--- src/rtl/aes_stream_pkg.sv ---
// Shared constants and FSM state type for the frame-memory AES block streamer.
package aes_stream_pkg;
   localparam int BLK_W          = 128;
   localparam int WORD_W         = 1024;
   localparam int BEATS_PER_WORD = WORD_W / BLK_W;
   localparam int MEM_DEPTH      = 3601;

   typedef enum logic [2:0] {
      ST_IDLE,
      ST_FETCH,
      ST_CAPTURE,
      ST_STREAM,
      ST_DONE
   } stream_state_e;
endpackage

--- src/rtl/word_serializer.sv ---
// Holds the active memory word and presents it as consecutive BLK_W-wide beats on a
// valid/ready stream; a load replaces the word and restarts at beat 0.
module word_serializer #(
   parameter int WORD_W = aes_stream_pkg::WORD_W,
   parameter int BLK_W  = aes_stream_pkg::BLK_W,
   parameter int BEAT_W = $clog2(WORD_W / BLK_W)
) (
   input  logic              clk,
   input  logic              reset,
   input  logic              load,
   input  logic [WORD_W-1:0] load_data,
   input  logic              blk_ready,
   output logic [BLK_W-1:0]  blk_data,
   output logic              blk_valid,
   output logic [BEAT_W-1:0] beat
);
   localparam int BEATS = WORD_W / BLK_W;

   logic [WORD_W-1:0] active;

   always_ff @(posedge clk) begin
      if (reset) begin
         active    <= '0;
         beat      <= '0;
         blk_valid <= 1'b0;
      end else if (load) begin
         active    <= load_data;
         beat      <= '0;
         blk_valid <= 1'b1;
      end else if (blk_valid && blk_ready) begin
         if (beat == BEAT_W'(BEATS - 1)) begin
            beat      <= '0;
            blk_valid <= 1'b0;
         end else begin
            beat <= beat + 1'b1;
         end
      end
   end

   assign blk_data = active[beat*BLK_W +: BLK_W];
endmodule

--- src/rtl/aes_mem_block_streamer.sv ---
// Streams runs of 1024-bit frame-memory words (read over port s2) as 128-bit AES
// blocks, prefetching the next word into a second buffer while the current one drains.
//
// state   | meaning
// IDLE    | waiting for start
// FETCH   | first read of the run on s2
// CAPTURE | first word on mem_readdata, loaded into the active buffer
// STREAM  | beats flowing; next word prefetched in the background
// DONE    | one-cycle done pulse, busy already low
module aes_mem_block_streamer #(
   parameter int ADDR_W = 12,
   parameter int DEPTH  = aes_stream_pkg::MEM_DEPTH,
   parameter int WORD_W = aes_stream_pkg::WORD_W,
   parameter int BLK_W  = aes_stream_pkg::BLK_W
) (
   input  logic              clk,
   input  logic              reset,
   input  logic              start,
   input  logic [ADDR_W-1:0] base_addr,
   input  logic [ADDR_W-1:0] word_count,
   output logic              busy,
   output logic              done,
   output logic [ADDR_W-1:0] mem_address,
   output logic              mem_chipselect,
   output logic              mem_write,
   output logic              mem_clken,
   input  logic [WORD_W-1:0] mem_readdata,
   output logic [BLK_W-1:0]  blk_data,
   output logic              blk_valid,
   input  logic              blk_ready,
   output logic              blk_last
);
   import aes_stream_pkg::*;

   localparam int BEATS  = WORD_W / BLK_W;
   localparam int BEAT_W = $clog2(BEATS);

   stream_state_e     state;
   logic [ADDR_W-1:0] cur_addr;
   logic [ADDR_W-1:0] words_left;
   logic [ADDR_W-1:0] base_mod;
   logic [WORD_W-1:0] pf_buf;
   logic              pf_full;
   logic              pf_cap;
   logic              pf_inflight;
   logic              pf_issue;
   logic              load_pf;
   logic              at_last_beat;
   logic              ser_load;
   logic [WORD_W-1:0] ser_data;
   logic [BEAT_W-1:0] beat;

   function automatic logic [ADDR_W-1:0] addr_inc(input logic [ADDR_W-1:0] a);
      return (a == ADDR_W'(DEPTH - 1)) ? '0 : a + 1'b1;
   endfunction

   assign mem_write = 1'b0;
   assign mem_clken = 1'b1;

   // An out-of-range base is at most one DEPTH too large for a 12-bit address.
   assign base_mod = (base_addr >= ADDR_W'(DEPTH)) ? base_addr - ADDR_W'(DEPTH) : base_addr;

   assign pf_inflight  = mem_chipselect | pf_cap;
   assign at_last_beat = (beat == BEAT_W'(BEATS - 1));
   assign blk_last     = blk_valid && at_last_beat && (words_left == '0) && !pf_full && !pf_inflight;
   assign pf_issue     = (state == ST_STREAM) && !pf_full && (words_left != '0) && !pf_inflight;
   assign load_pf      = (state == ST_STREAM) && pf_full && (!blk_valid || (blk_ready && at_last_beat));
   assign ser_load     = (state == ST_CAPTURE) || load_pf;
   assign ser_data     = (state == ST_CAPTURE) ? mem_readdata : pf_buf;

   always_ff @(posedge clk) begin
      if (reset) begin
         state          <= ST_IDLE;
         cur_addr       <= '0;
         words_left     <= '0;
         pf_buf         <= '0;
         pf_full        <= 1'b0;
         pf_cap         <= 1'b0;
         mem_address    <= '0;
         mem_chipselect <= 1'b0;
         busy           <= 1'b0;
         done           <= 1'b0;
      end else begin
         mem_chipselect <= 1'b0;
         done           <= 1'b0;
         pf_cap         <= mem_chipselect && (state == ST_STREAM);

         if (pf_cap) begin
            pf_buf  <= mem_readdata;
            pf_full <= 1'b1;
         end else if (load_pf) begin
            pf_full <= 1'b0;
         end

         case (state)
            ST_IDLE: begin
               if (start) begin
                  if (word_count == '0) begin
                     state <= ST_DONE;
                     done  <= 1'b1;
                  end else begin
                     mem_address    <= base_mod;
                     mem_chipselect <= 1'b1;
                     cur_addr       <= addr_inc(base_mod);
                     words_left     <= word_count - 1'b1;
                     busy           <= 1'b1;
                     state          <= ST_FETCH;
                  end
               end
            end
            ST_FETCH:   state <= ST_CAPTURE;
            ST_CAPTURE: state <= ST_STREAM;
            ST_STREAM: begin
               if (pf_issue) begin
                  mem_address    <= cur_addr;
                  mem_chipselect <= 1'b1;
                  cur_addr       <= addr_inc(cur_addr);
                  words_left     <= words_left - 1'b1;
               end
               if (blk_last && blk_ready) begin
                  state <= ST_DONE;
                  done  <= 1'b1;
                  busy  <= 1'b0;
               end
            end
            ST_DONE: state <= ST_IDLE;
            default: state <= ST_IDLE;
         endcase
      end
   end

   word_serializer #(
      .WORD_W (WORD_W),
      .BLK_W  (BLK_W),
      .BEAT_W (BEAT_W)
   ) u_ser (
      .clk       (clk),
      .reset     (reset),
      .load      (ser_load),
      .load_data (ser_data),
      .blk_ready (blk_ready),
      .blk_data  (blk_data),
      .blk_valid (blk_valid),
      .beat      (beat)
   );
endmodule

--- config.mk ---
export PLATFORM = sky130hd
export DESIGN_NAME = aes_mem_block_streamer
export DESIGN_NICKNAME = d
export VERILOG_FILES = /design/src/rtl/aes_stream_pkg.sv /design/src/rtl/word_serializer.sv /design/src/rtl/aes_mem_block_streamer.sv
export SDC_FILE = /design/constraint.sdc
export NUM_CORES = 2
export LEC_CHECK = 0
export BUFFER_PORTS_ARGS = -buffer_cell sky130_fd_sc_hd__buf_4
export CORE_MARGIN = 10
export CORE_UTILIZATION = 25
export CTS_CLUSTER_DIAMETER = 100
export DETAILED_ROUTE_END_ITERATION = 16
export PLACE_DENSITY = 0.49
export SLEW_MARGIN = 20
export SYNTH_ARGS = -nofsm -noshare
export SYNTH_HDL_FRONTEND = slang
export SYNTH_SLANG_ARGS = --single-unit
--- constraint.sdc ---
create_clock -name clk -period 3.5 [get_ports clk]
set_input_delay 0.175 -clock clk [delete_from_list [all_inputs] [get_ports clk]]
set_output_delay 0.175 -clock clk [all_outputs]
set_load 0.1 [all_outputs]
==> impl_metrics.yaml <==
cells_and_area:
  final_layout_size_suffix_gt1_share_pct: 18.1
  commonest_cells_after_routing_fill_and_taps_aside: "sky130_fd_sc_hd__nor2_1 (2101), sky130_fd_sc_hd__nand2_1 (2100), sky130_fd_sc_hd__dfxtp_1 (2092), sky130_fd_sc_hd__dlygate4sd3_1 (1473), sky130_fd_sc_hd__buf_4 (1339)"
  layout.cells.most_common: "sky130_fd_sc_hd__nor2_1"
  finalCoreUtilization_pct: 35.7
  syn2layout_area_growth_pct: 42.2
  layout.nets: 13200
route:
  violation_count_after_the_first_detailed_route_iteration: 5907
  drtPass1Iterations: 6
  viasPerCell: 4.73
  final_antenna_net_count: 0
  post-route-drc-count: 0
  postRouteWirelength_um: 362000
  avgRoutedWirePerCell_um: 21.0
  num_vias: 81400
sta:
  final-setup-viol-count: 0
  post-route-min-period_ns: 3.41
  hold_slack_ns: 0.0881
  layout_worst_path_cycle_share_pct: 97.4
  fmaxAchievable_mhz: 293
  count_of_final_hold_check_violations: 0
  timing_worst_slew_pin_value_ns: 1.07
  rsz_0062_raised_after_global_routing: "no"
  max-slew-margin-rel_pct: 28.8
  skew_ns: 0.0656
  setup-tns-final_ns: 0
  final_max_slew_viol_count: 0
floorplan:
  num_io_pins: 1199
  die-area_mm2: 0.382
  placement_rows: 219
  dieWidth_um: 618
  floorplan.initialDensity_pct: 25.1
  core-area_mm2: 0.356
  chipHeight_um: 618
synthesis:
  muxShareOfSynthArea_pct: 19.7
  ys_seq_area_share_pct: 46.9
  synth_adder_area_share_pct: 0.0979
  edff_count_synth: 0
  synth_simple_gate_area_share_pct: 18.3
  synth_largest_type_area_fraction_pct: 46.9
  post_synth.cell_area_avg_um2: 9.04
  netlist_top_cells_area: "sky130_fd_sc_hd__dfxtp_1 (47%), sky130_fd_sc_hd__mux2i_1 (12%), sky130_fd_sc_hd__a311oi_1 (10%)"
  synth_compound_gate_area_share_pct: 11.1
  synth_top_family_by_area: "multiplexers"
  synth.cell_area_mm2: 0.0895
  synthCells: 9894
  ys.warnings.count: 0
  ys_async_sr_fraction_pct: 0
  ys_types: 74
  postSynthNetCount: 11000
  ys_ff_latch: 2096
  post_synthesis_xor_xnor_area_fraction_pct: 0.127
  synthDominantAreaCellType: "sky130_fd_sc_hd__dfxtp_1"
  dominantRegCellSynth: "sky130_fd_sc_hd__dfxtp_1"
setup_path:
  cp_data_arrival_time_ns: 4.20
  worst_path_dominant_cell_family: "buffers and inverters"
  critical_path_peak_fanout: 10
  cp.required_ns: 4.29
  worstPathCellList: "dlygate4sd3_1 > buf_4 > ha_1 > or4b_4 > a22o_4 > mux2i_1 > a21oi_1 > buf_4 > nand4b_1 > dlygate4sd3_1 > mux2_4 > dlygate4sd3_1 > a311oi_2"
  critical-path-slowest-cell: "sky130_fd_sc_hd__dlygate4sd3_1"
  highest_cell_delay_on_the_worst_timing_path_ns: 0.58
  timing.setup.critical_path_class: "input pin to register"
  worst_setup_path_end_kind: "register"
  timing.critical_path.mode_cell: "sky130_fd_sc_hd__dlygate4sd3_1"
  critPathLaunchType: "input pin"
  cp_buf_inv_count: 5
clocking:
  clk_path_buf_depth: 4
  clock_insertion_delay_worst_skew_ns: 0.93
  cts_root_buf: "sky130_fd_sc_hd__clkbuf_16"
  clock_sinks: 2096
  numCtsBuffers: 241
  tritoncts_clock_tree: "done"
  cts_htree_levels: 4
  clkTransAtPathRegs_ns: 0.06
min_path:
  timing.hold.worst.class: "input pin to register"
power_and_ir_drop:
  vdd.ir_drop.worst_v: 0.000469
  power_density_mw_per_mm2: 486
  power.static_leakage_uw: 0.0435
placement:
  count_of_buffers_from_port_buffering: 1196
  dp.final_hpwl_um: 248000
  final_wtd_congestion: 0.841
job:
  timing.max_cap.violations: 0
global_routing:
  grt_start_max_net_pins: 159
  vias_in_the_first_global_route: 80300
  wire_length_of_the_first_global_routing_pass_um: 538000
  globalRouteOverflowTotal: 0
  grt_util_all_layers_pct: 18.0
  grt_antenna_before_repair: 182
outcome:
  status: "finished, final reports clean"
## synth_stat cells, types with 19 or more instances
library cell and count:
sky130_fd_sc_hd__nor3_1 19, sky130_fd_sc_hd__a311oi_1 1028, sky130_fd_sc_hd__buf_1 122, sky130_fd_sc_hd__mux2i_1 1035, sky130_fd_sc_hd__mux4_2 256, sky130_fd_sc_hd__mux2_2 130
sky130_fd_sc_hd__a21oi_1 29, sky130_fd_sc_hd__nand2_1 2102, sky130_fd_sc_hd__o21ai_0 24, sky130_fd_sc_hd__nor2_1 2101, sky130_fd_sc_hd__clkbuf_1 761, sky130_fd_sc_hd__dfxtp_1 2096
## cells by family after synthesis
kind of cell / count (synthesis)
AO/OA/AOI/OAI: 1154
XOR/XNOR: 13
adder cells (fa/ha/maj): 7
buffers and inverters: 909
flip-flops: 2096
multiplexers: 1422
other: 2
AND/OR/NAND/NOR: 4291
## worst register-to-register path, delay by kind of cell (launching register included)
kind,cells,cell delay [ns]
AO/OA/AOI/OAI,3,0.58
buffers and inverters,2,0.83
flip-flops,1,0.33
AND/OR/NAND/NOR,3,1.43
## power breakdown
group	internal [µW]	total, µW	switching [µW]
sequential	25100	25900	803
clock	14900	25600	10700
combinational	4320	10300	6000
## layout make-up
class,instances,area (µm²)
well taps,4751,5940
clock inverters,76,857
diodes,127,318
clock buffers,361,7150
flip-flops and latches,2096,42000
multi-input cells,6889,44100
repair buffers,2909,26800
fillers,36300,229000
inverters,11,41.3
## path summary, 6_finish.rpt
check	startpoint	end	slack [ns]	cells after the start
worst max register to register	words_left[7]	words_left[2]	0.22	8
worst min register to register	pf_buf[211]	u_ser.active[211]	0.42	2
worst min-delay path	mem_readdata[986]	pf_buf[986]	0.09	4
worst max-delay path	base_addr[0]	cur_addr[11]	0.09	13
## repair_timing
action | CTS | global route
hold buffers | 1473 | 0
gates resized for setup | 6 | 8
endpoints found under the hold margin | 2091 | 0
pin swaps | 0 | 1
cloned | 4 | 0
setup endpoints to repair | 46 | 10
buffers inserted | 2 | 0
## per-layer routing
| metal | part of all wire (%) | vias up | GRT usage [%] |
|---|---|---|---|
| met3 | 4.8 | 600 | 2.95 |
| met2 | 49 | 2062 | 31.2 |
| met4 | 4.0 | 60 | 6.96 |
| met1 | 42 | 39400 | 22.3 |
| li1 | - | 39300 | - |
| met5 | 0.096 | - | 0 |
## per-stage QoR
step	setup WS (ns)	std cells	power, µW	instance area, µm²
floorplan	0.158	9894	31600	89500
global placement	0.579	15200	35100	104000
detailed placement	0.601	15200	35200	104000
CTS	0.00370	17100	62700	127000
global route	0.0134	17200	64400	127000
finish	0.0898	17200	61800	127000
## state kept, by name (all words and copies together) (netlist names)
signal           count
words_left          12
pf_buf            1024
u_ser.beat           3
mem_address         12
u_ser.active      1024
done                 1
mem_chipselect       1
pf_cap               1
pf_full              1
busy                 1
state                3
u_ser.blk_valid      1
cur_addr            12
Note: power is estimated with default switching activity, not from simulation.
